File: config.mk
export PLATFORM = sky130hd
export DESIGN_NAME = pixel_contrast_pipe
export DESIGN_NICKNAME = d
export VERILOG_FILES = /design/src/rtl/pixel_filter_pkg.sv /design/src/rtl/pixel_channel_op.sv /design/src/rtl/pixel_contrast_pipe.sv
export SDC_FILE = /design/constraint.sdc
export NUM_CORES = 1
export LEC_CHECK = 0
export BUFFER_PORTS_ARGS = -buffer_cell sky130_fd_sc_hd__buf_2
export CAP_MARGIN = 40
export CORE_ASPECT_RATIO = 0.6
export CORE_MARGIN = 2
export CORE_UTILIZATION = 35
export DETAILED_ROUTE_END_ITERATION = 16
export MAX_ROUTING_LAYER = met4
export PLACE_DENSITY = 0.5
export SYNTH_ARGS = -nofsm -noshare
export SYNTH_HDL_FRONTEND = slang
export SYNTH_SLANG_ARGS = --single-unit
File: constraint.sdc
create_clock -name clk -period 3.4 [get_ports clk]
set_clock_uncertainty 0.2 [all_clocks]
set_input_delay 0.85 -clock clk [delete_from_list [all_inputs] [get_ports clk]]
set_output_delay 0.85 -clock clk [all_outputs]
set_load 0.01 [all_outputs]
File: src/rtl/pixel_filter_pkg.sv
// Shared mode encodings, channel-range helpers and clamp for the pixel filter.
package pixel_filter_pkg;

  typedef enum logic [1:0] {
    MODE_BYPASS   = 2'b00,
    MODE_INVERT   = 2'b01,
    MODE_CONTRAST = 2'b10,
    MODE_THRESH   = 2'b11
  } mode_e;

  function automatic int max_val(input int cw);
    return (1 << cw) - 1;
  endfunction

  function automatic int mid_val(input int cw);
    return 1 << (cw - 1);
  endfunction

  function automatic int sh_width(input int cw);
    return (cw > 1) ? $clog2(cw) : 1;
  endfunction

  function automatic int clamp(input int v, input int lo, input int hi);
    if (v < lo) return lo;
    if (v > hi) return hi;
    return v;
  endfunction

  // Largest s in 0..cw-1 that keeps span<<s inside the channel range.
  function automatic int stretch_shift(input int span, input int cw);
    int s_best = 0;
    for (int s = 0; s < cw; s++) begin
      if ((span << s) <= max_val(cw)) s_best = s;
    end
    return s_best;
  endfunction

endpackage

File: src/rtl/pixel_channel_op.sv
// One colour channel's arithmetic stage (S2) and clamp/mask output stage (S3).
// AUTO_STRETCH_EN selects the level-stretch contrast path instead of fixed gain.
module pixel_channel_op
  import pixel_filter_pkg::*;
#(
  parameter int unsigned CW         = 4,
  parameter int unsigned GAIN_NUM   = 3,
  parameter int unsigned GAIN_SHIFT = 1,
  parameter int unsigned THRESH     = 2 ** (CW - 1)
) (
  input  logic          clk,
  input  logic          rst_n,
  input  logic          adv,
  input  mode_e         mode,
  input  logic          en,
  input  logic [CW-1:0] x,
`ifdef AUTO_STRETCH_EN
  input  logic [CW-1:0] lvl_min,
  input  logic [sh_width(CW)-1:0] sh,
`endif
  output logic [CW-1:0] y
);

  localparam int unsigned AW = CW + 6;
  localparam logic signed [AW-1:0] MAX_S = AW'(max_val(CW));
  localparam logic [CW-1:0] THR = CW'(THRESH);
`ifndef AUTO_STRETCH_EN
  localparam logic signed [AW-1:0] MID_S  = AW'(mid_val(CW));
  localparam logic signed [AW-1:0] GAIN_S = AW'(GAIN_NUM);
`endif

  logic signed [AW-1:0] xs;
  logic signed [AW-1:0] arith;
  logic signed [AW-1:0] s2_val;
  logic                 s2_en;

  // Unclamped per-mode result, kept signed so contrast can go below zero.
  always_comb begin
    xs    = AW'(x);
    arith = xs;
    case (mode)
      MODE_BYPASS:   arith = xs;
      MODE_INVERT:   arith = MAX_S - xs;
`ifdef AUTO_STRETCH_EN
      MODE_CONTRAST: arith = (x < lvl_min) ? '0 : (AW'(x - lvl_min) << sh);
`else
      MODE_CONTRAST: arith = (((xs - MID_S) * GAIN_S) >>> GAIN_SHIFT) + MID_S;
`endif
      MODE_THRESH:   arith = (x >= THR) ? MAX_S : '0;
      default:       arith = xs;
    endcase
  end

  always_ff @(posedge clk or negedge rst_n) begin
    if (!rst_n) begin
      s2_val <= '0;
      s2_en  <= 1'b0;
      y      <= '0;
    end else if (adv) begin
      s2_val <= arith;
      s2_en  <= en;
      y      <= s2_en ? CW'(clamp(int'(s2_val), 0, max_val(CW))) : '0;
    end
  end

endmodule

File: src/rtl/pixel_contrast_pipe.sv
// Three-stage valid/ready per-pixel colour filter with frame-aligned config.
// Optional per-frame auto level stretch under `AUTO_STRETCH_EN.
module pixel_contrast_pipe
  import pixel_filter_pkg::*;
#(
  parameter int unsigned CW         = 4,
  parameter int unsigned GAIN_NUM   = 3,
  parameter int unsigned GAIN_SHIFT = 1,
  parameter int unsigned THRESH     = 2 ** (CW - 1)
) (
  input  logic          clk,
  input  logic          rst_n,
  input  logic [1:0]    mode_sel,
  input  logic [2:0]    ch_en,
  input  logic          in_valid,
  output logic          in_ready,
  input  logic          in_sof,
  input  logic [CW-1:0] in_r,
  input  logic [CW-1:0] in_g,
  input  logic [CW-1:0] in_b,
  output logic          out_valid,
  input  logic          out_ready,
  output logic          out_sof,
  output logic [CW-1:0] out_r,
  output logic [CW-1:0] out_g,
  output logic [CW-1:0] out_b
);

  logic          adv;
  logic          accept;
  logic          sof_acc;
  mode_e         cfg_mode;
  mode_e         eff_mode;
  mode_e         s1_mode;
  logic [2:0]    cfg_en;
  logic [2:0]    eff_en;
  logic [2:0]    s1_en;
  logic          s1_valid;
  logic          s1_sof;
  logic          s2_valid;
  logic          s2_sof;
  logic [CW-1:0] in_pix  [3];
  logic [CW-1:0] s1_pix  [3];
  logic [CW-1:0] out_pix [3];

  assign adv      = !out_valid || out_ready;
  assign in_ready = adv;
  assign accept   = in_valid && adv;
  assign sof_acc  = accept && in_sof;

  // A sof beat already uses the settings it carries.
  assign eff_mode = sof_acc ? mode_e'(mode_sel) : cfg_mode;
  assign eff_en   = sof_acc ? ch_en : cfg_en;

  assign in_pix[0] = in_r;
  assign in_pix[1] = in_g;
  assign in_pix[2] = in_b;
  assign out_r     = out_pix[0];
  assign out_g     = out_pix[1];
  assign out_b     = out_pix[2];

  always_ff @(posedge clk or negedge rst_n) begin
    if (!rst_n) begin
      cfg_mode <= MODE_BYPASS;
      cfg_en   <= 3'b111;
    end else if (sof_acc) begin
      cfg_mode <= mode_e'(mode_sel);
      cfg_en   <= ch_en;
    end
  end

  // Valid/sof pipeline and S1 capture; all stages move together on adv.
  always_ff @(posedge clk or negedge rst_n) begin
    if (!rst_n) begin
      s1_valid  <= 1'b0;
      s1_sof    <= 1'b0;
      s2_valid  <= 1'b0;
      s2_sof    <= 1'b0;
      out_valid <= 1'b0;
      out_sof   <= 1'b0;
      s1_mode   <= MODE_BYPASS;
      s1_en     <= 3'b111;
      for (int i = 0; i < 3; i++) s1_pix[i] <= '0;
    end else if (adv) begin
      s1_valid  <= accept;
      s1_sof    <= sof_acc;
      s2_valid  <= s1_valid;
      s2_sof    <= s1_sof;
      out_valid <= s2_valid;
      out_sof   <= s2_sof;
      if (accept) begin
        s1_mode <= eff_mode;
        s1_en   <= eff_en;
        for (int i = 0; i < 3; i++) s1_pix[i] <= in_pix[i];
      end
    end
  end

`ifdef AUTO_STRETCH_EN
  localparam int unsigned SW = sh_width(CW);

  logic [CW-1:0] trk_min [3];
  logic [CW-1:0] trk_max [3];
  logic [CW-1:0] lvl_min [3];
  logic [CW-1:0] new_lvl [3];
  logic [CW-1:0] s1_lvl  [3];
  logic [SW-1:0] lvl_sh  [3];
  logic [SW-1:0] new_sh  [3];
  logic [SW-1:0] s1_sh   [3];

  // Empty or flat frame falls back to identity.
  always_comb begin
    for (int i = 0; i < 3; i++) begin
      new_lvl[i] = '0;
      new_sh[i]  = '0;
      if (trk_max[i] > trk_min[i]) begin
        new_lvl[i] = trk_min[i];
        new_sh[i]  = SW'(stretch_shift(int'(trk_max[i] - trk_min[i]), CW));
      end
    end
  end

  always_ff @(posedge clk or negedge rst_n) begin
    if (!rst_n) begin
      for (int i = 0; i < 3; i++) begin
        trk_min[i] <= CW'(max_val(CW));
        trk_max[i] <= '0;
        lvl_min[i] <= '0;
        lvl_sh[i]  <= '0;
        s1_lvl[i]  <= '0;
        s1_sh[i]   <= '0;
      end
    end else begin
      for (int i = 0; i < 3; i++) begin
        if (sof_acc) begin
          lvl_min[i] <= new_lvl[i];
          lvl_sh[i]  <= new_sh[i];
          trk_min[i] <= in_pix[i];
          trk_max[i] <= in_pix[i];
        end else if (accept) begin
          if (in_pix[i] < trk_min[i]) trk_min[i] <= in_pix[i];
          if (in_pix[i] > trk_max[i]) trk_max[i] <= in_pix[i];
        end
        if (accept) begin
          s1_lvl[i] <= sof_acc ? new_lvl[i] : lvl_min[i];
          s1_sh[i]  <= sof_acc ? new_sh[i] : lvl_sh[i];
        end
      end
    end
  end
`endif

  for (genvar i = 0; i < 3; i++) begin : g_ch
    pixel_channel_op #(
      .CW         (CW),
      .GAIN_NUM   (GAIN_NUM),
      .GAIN_SHIFT (GAIN_SHIFT),
      .THRESH     (THRESH)
    ) u_op (
      .clk     (clk),
      .rst_n   (rst_n),
      .adv     (adv),
      .mode    (s1_mode),
      .en      (s1_en[2-i]),
      .x       (s1_pix[i]),
`ifdef AUTO_STRETCH_EN
      .lvl_min (s1_lvl[i]),
      .sh      (s1_sh[i]),
`endif
      .y       (out_pix[i])
    );
  end

endmodule
==> results of run 1 <==
[power groups by stage]
stage | clock, µW | sequential (µW) | combinational [µW]
CTS | 989 | 1390 | 1380
detailed placement | 0 | 1400 | 1370
finish | 960 | 1390 | 1370
global route | 1030 | 1440 | 1570
floorplan | 0 | 1310 | 1100
global placement | 0 | 1390 | 1350
[area by class of cell]
class                   instances  area [µm²]
flip-flops and latches         70        1759
repair buffers                 39       215.2
inverters                      20       75.07
well taps                     139       173.9
multi-input cells             249        1829
clock buffers                  12       256.5
fillers                      1035        6197
clock inverters                 4       52.55
[synth_stat cells, types with 7 or more instances]
library cell	count
a21oi_1	12
o21ai_1	11
inv_1	19
mux2_2	10
xnor2_1	9
ha_1	27
nand2_1	64
a22o_1	7
mux2_4	9
o21ai_0	31
dfrtp_1	64
buf_2	10
[sequential cells by signal, indices dropped and copies added, names as in the netlist, 2 cells and up]
| signal | cells |
|---|---|
| g_ch.u_op.s2_val | 27 |
| g_ch.u_op.y | 12 |
| s1_pix | 12 |
| cfg_en | 3 |
| g_ch.u_op.s2_en | 3 |
| s1_en | 3 |
| cfg_mode | 2 |
| s1_mode | 2 |
[metrics by stage]
step | total power, µW | worst slack, ns
final | 3714 | 0.6925
after global placement | 2745 | 0.7561
after global routing | 4038 | 0.5588
after floorplan | 2413 | 0.8437
after CTS | 3759 | 0.6986
after detailed placement | 2776 | 0.7013
[worst register-to-register path: stages (launching register included)]
cell	delay, ns
dfrtp_1	0.45
ha_1	0.32
ha_1	0.22
fa_1	0.39
ha_1	0.34
ha_1	0.22
xnor2_1	0.14
xnor2_1	0.12
a22o_1	0.19
[cell families after synthesis]
kind of cell | after synthesis | synth area share (%)
AOI/OAI and AO/OA | 88 | 15.04
xor gates and xnor gates | 13 | 3.001
adders and majority gates | 30 | 10.49
buffers and inverters | 40 | 5.409
DFF | 70 | 46.37
muxes | 24 | 7.850
and+or+nand+nor | 94 | 11.84
[routing by layer]
layer / global-route usage (%) / vias up / share of wire (%)
met5: - / - / 0
met4: 4.731 / 0 / 0.27
met3: 4.450 / 2 / 3.9
met2: 18.50 / 51 / 36
met1: 23.92 / 1192 / 60
li1: - / 1310 / -
[final timing paths]
kind | end | slack (ns) | cells after the start
worst max-delay path | g_ch[0].u_op.s2_val[5] | 0.69 | 8
worst min-delay path | out_sof | 0.27 | 2
worst max register to register | g_ch[0].u_op.s2_val[5] | 0.69 | 8
worst min register to register | out_sof | 0.27 | 2
max in group asynchronous | s1_en[2] | 2.31 | 2
min in group asynchronous | g_ch[1].u_op.y[0] | 0.33 | 2
[placed cells by master (no fill, tap or decap), drive strengths merged, types with 3 or more instances in the layout]
cell | Yosys | routed
a21o | 5 | 5
o21ai | 44 | 44
ha | 27 | 27
nor2b | 7 | 7
dfrtp | 64 | 64
nand3 | 4 | 4
xnor2 | 9 | 9
mux2i | 5 | 5
fa | 3 | 3
mux2 | 19 | 19
xor2 | 4 | 4
or4 | 3 | 3
dfstp | 6 | 6
clkbuf | 3 | 12
buf | 17 | 39
a22o | 7 | 7
o22ai | 6 | 6
inv | 20 | 22
o32ai | 3 | 3
nand2 | 66 | 66
a21oi | 12 | 12
nor2 | 6 | 6
==> flow_metrics.tcl, run 1 <==
set metrics [dict create \
    layout.nets 441 \
    clockBufferDepth 2 \
    grt_pass1_wl_um 13460 \
    cts_hold_buf 0 \
    synth_nets 411 \
    final.setup.tns_ns 0 \
    pwr-share-comb_pct 36.8 \
    antenna_left 0 \
    clk-insertion-delay-late_ns 0.33 \
    routabilityCongestion 0.8273 \
    n_antenna_cell 0 \
    syn_avg_cell_area_um2 10.57 \
    rsz0062_at_grt "false" \
    die-area_um2 11720 \
    holdCritPathClass "reg -> reg" \
    clock_sinks 70 \
    ys_top_cells_by_area "dfrtp_1 (42%), ha_1 (8.9%), nand2_1 (6.3%)" \
    max-slew-margin-rel_pct 51.37 \
    wirelength_um 7811 \
    tightestPinTransition_ns 0.7294 \
    slew_violations 0 \
    setup_viol 0 \
    cts.repair.resized 0 \
    portBuffers 36 \
    route.vias.total 2555 \
    path_class "reg -> reg" \
    path_cells "ha_1 > ha_1 > fa_1 > ha_1 > ha_1 > xnor2_1 > xnor2_1 > a22o_1" \
    cts-root-buf "clkbuf_16" \
    final_core_util_pct 41.31 \
    synth_top_area_cell "dfrtp_1" \
    hold_viol 0 \
    end_kind "flip-flop" \
    fin_cells 533 \
    crit_path_top_delay_cell "dfrtp_1" \
    synth_top_flop_cell "dfrtp_1" \
    cp_num_buf_inv 0 \
    initial_utilization_pct 35.93 \
    yosysWarnings 0 \
    drtIter0Drc 106 \
    grt_max_degree 71 \
    cts-htree-levels 3 \
    power.leakage_uw 0.002105 \
    power_frac_clock_pct 25.9 \
    r2r_start "s1_pix[9]" \
    peakVddDrop_mv 0.4056 \
    dp_hpwl_um 5549 \
    drc 0 \
    via_per_inst 4.794 \
    fin_crit_sh_pct 79.63 \
    syn_inst 359 \
    globalRoute.totalOverflow 0 \
    maxCapViolCount 0 \
    cp-startpoint "s1_pix[9]" \
    post_dp_cell_area_um2 4053 \
    required_ns 3.42 \
    powerDensity_nw_per_um2 851.6 \
    synth_enable_flop_cells 0 \
    die_y_um 84.65 \
    coreArea_um2 10560 \
    antenna_found_initial 0 \
    wl_per_cell_um 14.65 \
    cpMostUsedCell "ha_1" \
    netlist-cell-type-count 47 \
    path_clk_slew_ns 0.06 \
    cts_tree "yes" \
    cts_buffers 9 \
    netlist_area_um2 3794 \
    dp_cells 517 \
    synth_seq_cells 70 \
    synthArstFlopShare_pct 100.0 \
    drive_gt1_share_pct 23.35 \
    ios 37 \
    cp_data_arrival_time_ns 2.73 \
    rows 29 \
    internal_power_uw 2381 \
    cts_setup_buffers 0 \
    period_needed_ns 2.708 \
    fin_area_um2 4362 \
    power_switching_uw 1333 \
    power.share.switching_pct 35.89 \
    seq_area_frac_synth_pct 46.37 \
    outcome "completed" \
    grt_util_all_layers_pct 15.38 \
    p_seq_share_pct 37.4 \
    first_global_vias 2597 \
    fmax_mhz 369.3 \
    worstHoldStart "out_sof" \
    synth.top_cell.area_share_pct 42.22 \
    crit_family "adder cells" \
    path_max_fanout 6 \
    dr.pass1.iters 4 \
    max_stage_delay_ns 0.45 \
    start_kind "flip-flop" \
    hold_slack_ns 0.2673 \
    synthToLayoutAreaGrowth_pct 14.97 \
    die_w_um 138.4 \
]
Note: power is estimated with default switching activity, not from simulation.
==> run 2: changes to the inputs <==
==> constraint.sdc (replaced) <==
create_clock -name clk -period 2.65 [get_ports clk]
set_clock_uncertainty 0.2 [all_clocks]
set_input_delay 0.6625 -clock clk [delete_from_list [all_inputs] [get_ports clk]]
set_output_delay 0.6625 -clock clk [all_outputs]
set_load 0.01 [all_outputs]
==> run 2 against run 1 <==
First-iteration DRC count rose by 48%. Non-clock buffer count rose by 14. Die area did not move. Fmax rose by 5.6%. Wire length rose by 4.9%. Critical path depth did not move. Via count rose by 1.2%. Critical endpoint unchanged. Largest cell class unchanged. Largest power group is now combinational logic.
==> flow_metrics.tcl, run 2 (same netlist as run 1, synthesis figures left out) <==
set metrics [dict create \
    crit_path_top_delay_cell "dfrtp_1" \
    die_y_um 84.65 \
    routabilityCongestion 0.7824 \
    grt_pass1_wl_um 13480 \
    fmax_mhz 390.0 \
    peakVddDrop_mv 0.6112 \
    layout_common_cells "nand2_1 (64), dfrtp_1 (64), buf_2 (36), o21ai_0 (31), ha_1 (23)" \
    r2r_end "g_ch[0].u_op.s2_val[5]" \
    cpMostUsedCell "ha_1" \
    cts_tree "yes" \
    total_power_uw 5154 \
    period_needed_ns 2.564 \
    powerDensity_nw_per_um2 1126 \
    r2r_start "s1_pix[9]" \
    grtUsageMet1_pct 24.76 \
    fillers 1032 \
    wirelength_um 8194 \
    wl_per_cell_um 14.98 \
    post-place-ws_ns -0.04940 \
    path_class "reg -> reg" \
    max_stage_delay_ns 0.41 \
    fin_crit_sh_pct 96.76 \
    die_w_um 138.4 \
    reg_top3 "g_ch.u_op.s2_val (27), g_ch.u_op.y (12), s1_pix (12)" \
    met2_usage_pct 17.46 \
    setup_ws_ns 0.08598 \
    dr.pass1.iters 4 \
    multi_input_area_um2 1879 \
    route.vias.total 2585 \
    cts-root-buf "clkbuf_16" \
    maxCapViolCount 0 \
    ios 37 \
    required_ns 2.67 \
    via_per_inst 4.726 \
    drive_gt1_share_pct 27.70 \
    end_kind "flip-flop" \
    max-slew-margin-rel_pct 56.57 \
    cp_data_arrival_time_ns 2.58 \
    hold_viol 0 \
    crit_family "adder cells" \
    antenna_found_initial 0 \
    path_cells "ha_1 > ha_1 > fa_2 > ha_4 > ha_1 > xnor2_1 > xnor2_1 > a22o_1" \
    worstRegToRegCells 8 \
    clock_sinks 70 \
    globalRoute.totalOverflow 0 \
    rrSetupSlack_ns 0.09 \
    seqCellArea_um2 1759 \
    start_kind "flip-flop" \
    path_max_fanout 4 \
    hold_slack_ns 0.1363 \
    coreArea_um2 10560 \
    grt_max_degree 71 \
    rows 29 \
    tightestPinTransition_ns 0.6515 \
    n_antenna_cell 0 \
    outcome "completed" \
    drtIter0Drc 157 \
    antenna_left 0 \
    grt.busiest_layer "met1" \
    holdCritPathClass "in -> async" \
    cp.depth 8 \
    drc 0 \
    clk-insertion-delay-late_ns 0.33 \
    portBuffers 36 \
    initial_utilization_pct 35.93 \
    path_clk_slew_ns 0.06 \
    top_register "g_ch.u_op.s2_val" \
    slew_violations 0 \
    cp-startpoint "s1_pix[9]" \
    synthToLayoutAreaGrowth_pct 20.65 \
    cts-htree-levels 3 \
    cp_num_buf_inv 0 \
    cp-endpoint "g_ch[0].u_op.s2_val[5]" \
    power.leakage_uw 0.002194 \
    first_global_vias 2495 \
    grtUsageMet3_pct 5.077 \
    fin_cells 547 \
    dp_hpwl_um 5800 \
    dp_cells 530 \
    die-area_um2 11720 \
    post_dp_cell_area_um2 4163 \
    fin_area_um2 4577 \
    clockBufferDepth 2 \
    cts_buffers 9 \
    layout.nets 455 \
    largest_reg_flops 27 \
    grt_util_all_layers_pct 15.29 \
    setup_viol 0 \
]
-- run 2: worst min-delay path by stage --
stage	slack, ns	startpoint	depth (start not counted)	to
after floorplan	0.17	rst_n	0	cfg_mode[0]
after global placement	0.24	s2_valid	2	s2_valid
after detailed placement	0.25	s2_valid	2	s2_valid
after CTS	0.17	rst_n	2	g_ch[1].u_op.s2_val[8]
after global routing	0.17	rst_n	2	g_ch[1].u_op.s2_val[6]
final	0.14	rst_n	2	g_ch[1].u_op.s2_val[8]
-- run 2: metal layers --
layer,share of wire (%),wire length (µm),vias up
met4,0.60,49,0
met2,35,2908,55
met1,59,4816,1194
li1,-,-,1331
met5,0,0,-
met3,5.1,419,5
-- run 2: area by class of cell --
cell class | count | share of cell area [%]
clock buffer | 11 | 5.522
clock inverter | 5 | 2.269
inverter | 20 | 1.640
multi-input combinational | 249 | 41.06
sequential | 70 | 38.44
tap | 139 | 3.800
timing repair buffer | 53 | 7.272
-- run 2: report_power, final --
part	internal [µW]	total (µW)	switching (µW)
sequential	1460	1730	265
clock	972	1420	444
combinational	947	2010	1060
-- run 2: per-stage QoR --
stage / util (%) / setup TNS (ns)
after floorplan: - / 0
after global placement: 39.42 / 0
after detailed placement: 39.42 / -0.04940
after CTS: 42.92 / 0
after global routing: 43.35 / -0.005163
final: 43.35 / 0
-- run 2: what timing repair did --
action	CTS	global route
resized for setup	1	7
setup buffers	0	1
endpoints found under the setup margin	1	2
hold buffers	0	0
pin swaps	0	2
gates cloned	0	0
==> run 3: changes to the inputs <==
--- a/config.mk
+++ b/config.mk
@@ -10,6 +10,7 @@
 export CORE_ASPECT_RATIO = 0.6
 export CORE_MARGIN = 2
 export CORE_UTILIZATION = 35
+export CTS_CLUSTER_SIZE = 40
 export DETAILED_ROUTE_END_ITERATION = 16
 export MAX_ROUTING_LAYER = met4
 export PLACE_DENSITY = 0.5
==> constraint.sdc (replaced) <==
create_clock -name clk -period 2.9 [get_ports clk]
set_clock_uncertainty 0.2 [all_clocks]
set_input_delay 0.725 -clock clk [delete_from_list [all_inputs] [get_ports clk]]
set_output_delay 0.725 -clock clk [all_outputs]
set_load 0.01 [all_outputs]
==> run 3 against run 2 <==
First-iteration DRC count is 30% lower. Clock power is 31% lower. Hold slack better by 0.069 ns. Fmax is 5.2% lower. Critical path type unchanged.
==> flow_metrics.tcl, run 3 (same netlist as run 1, synthesis figures left out) <==
set metrics [dict create \
    antenna_found_initial 1 \
    drtIter0Drc 110 \
    post_dp_cell_area_um2 4083 \
    top_register "g_ch.u_op.s2_val" \
    period_needed_ns 2.705 \
    holdCritPathClass "in -> async" \
    cts_tree "yes" \
    grt_pass1_wl_um 13270 \
    fmax_mhz 369.7 \
    slew_violations 0 \
    clock_sinks 70 \
    peakVddDrop_mv 0.3169 \
    route.vias.total 2569 \
    reg_top3 "g_ch.u_op.s2_val (27), g_ch.u_op.y (12), s1_pix (12)" \
    crit_family "adder cells" \
    portBuffers 36 \
    fin_crit_sh_pct 93.26 \
    post-place-ws_ns 0.1914 \
    outcome "completed" \
    cp_num_buf_inv 0 \
    clk-insertion-delay-late_ns 0.33 \
    coreArea_um2 10560 \
    max-slew-margin-rel_pct 53.05 \
    grtUsageMet3_pct 5.020 \
    rsz0062_at_grt "false" \
    grtUsageMet1_pct 23.61 \
    wirelength_um 7844 \
    cts-root-buf "clkbuf_16" \
    drc 0 \
    fin_area_um2 4348 \
    met2_usage_pct 17.46 \
    setup_ws_ns 0.1954 \
    maxCapViolCount 0 \
    routabilityCongestion 0.7791 \
    drive_gt1_share_pct 23.62 \
    layout.nets 445 \
    path_clk_slew_ns 0.06 \
    end_kind "flip-flop" \
    path_cells "ha_1 > ha_1 > fa_1 > ha_1 > ha_1 > xnor2_1 > xnor2_1 > a22o_1" \
    synthToLayoutAreaGrowth_pct 14.61 \
    path_max_fanout 6 \
    dp_hpwl_um 5592 \
    first_global_vias 2523 \
    die-area_um2 11720 \
    cp_data_arrival_time_ns 2.73 \
    grt.busiest_layer "met1" \
    required_ns 2.92 \
    power.leakage_uw 0.002097 \
    setup_viol 0 \
    cts_setup_buffers 0 \
    hold_viol 0 \
    layout_common_cells "nand2_1 (64), dfrtp_1 (64), buf_2 (36), o21ai_0 (31), ha_1 (27)" \
    largest_reg_flops 27 \
    crit_path_top_delay_cell "dfrtp_1" \
    cts_buffers 9 \
    cts_hold_buf 0 \
    die_w_um 138.4 \
    grt_util_all_layers_pct 15.02 \
    powerDensity_nw_per_um2 972.1 \
    cpMostUsedCell "ha_1" \
    tightestPinTransition_ns 0.7042 \
    initial_utilization_pct 35.93 \
    path_class "reg -> reg" \
    antenna_left 0 \
    grt_max_degree 71 \
    wl_per_cell_um 14.58 \
    final.setup.tns_ns 0 \
    rows 29 \
    die_y_um 84.65 \
    start_kind "flip-flop" \
    dr.pass1.iters 4 \
    globalRoute.totalOverflow 0 \
    clockBufferDepth 2 \
    cts-htree-levels 3 \
    cts.repair.resized 0 \
    ios 37 \
    via_per_inst 4.775 \
    max_stage_delay_ns 0.44 \
]
## run 3: cell count changes in the layout (fill, tap and decap cells not counted), sizes merged
cell and change:
bufinv -3, diode +1, inv -1, clkinvlp +1, buf -10, clkbuf +1, clkinv +2
## run 3: final timing paths
kind / from / depth (start not counted) / to / slack [ns]
setup / recovery: s1_pix[9] / 8 / g_ch[0].u_op.s2_val[5] / 0.20
hold / removal: rst_n / 2 / g_ch[1].u_op.s2_val[8] / 0.21
setup reg to reg: s1_pix[9] / 8 / g_ch[0].u_op.s2_val[5] / 0.20
hold reg to reg: s2_valid / 2 / s2_valid / 0.27
max in group asynchronous: rst_n / 2 / s1_en[1] / 1.93
min in group clk: s2_valid / 2 / s2_valid / 0.27
## run 3: layer usage
layer / routed length (µm) / share of wire, %
met1: 4665 / 59
met2: 2655 / 34
met3: 446 / 5.7
met4: 76 / 0.97
met5: 0 / 0
## run 3: stage by stage
step	hold slack [ns]	power (µW)	std cells	util, %
final	0.2056	4227	538	41.18
after global routing	0.2363	4595	538	41.18
after CTS	0.2182	4275	537	41.15
after detailed placement	0.2575	3275	521	38.67
after global placement	0.2447	3239	521	38.67
after floorplan	0.2294	2829	359	-
## run 3: cell type report
| cell class | instances | area (µm²) |
|---|---|---|
| multi-input combinational | 249 | 1829 |
| clock inverter | 4 | 26.28 |
| clock buffer | 12 | 236.5 |
| fill | 1033 | 6211 |
| tap | 139 | 173.9 |
| inverter | 20 | 75.07 |
| antenna | 1 | 2.502 |
| sequential | 70 | 1759 |
| timing repair buffer | 43 | 245.2 |
## run 3: worst reg2reg max path, cell delays in order, from the launching register on
cell and delay (ns):
dfrtp_1 0.44, ha_1 0.32, ha_1 0.23, fa_1 0.39
ha_1 0.34, ha_1 0.23, xnor2_1 0.14, xnor2_1 0.12
a22o_1 0.19
## run 3: power by group
part           switching [µW]  internal, µW
Combinational             883           759
Sequential                274          1340
Clock                     396           577
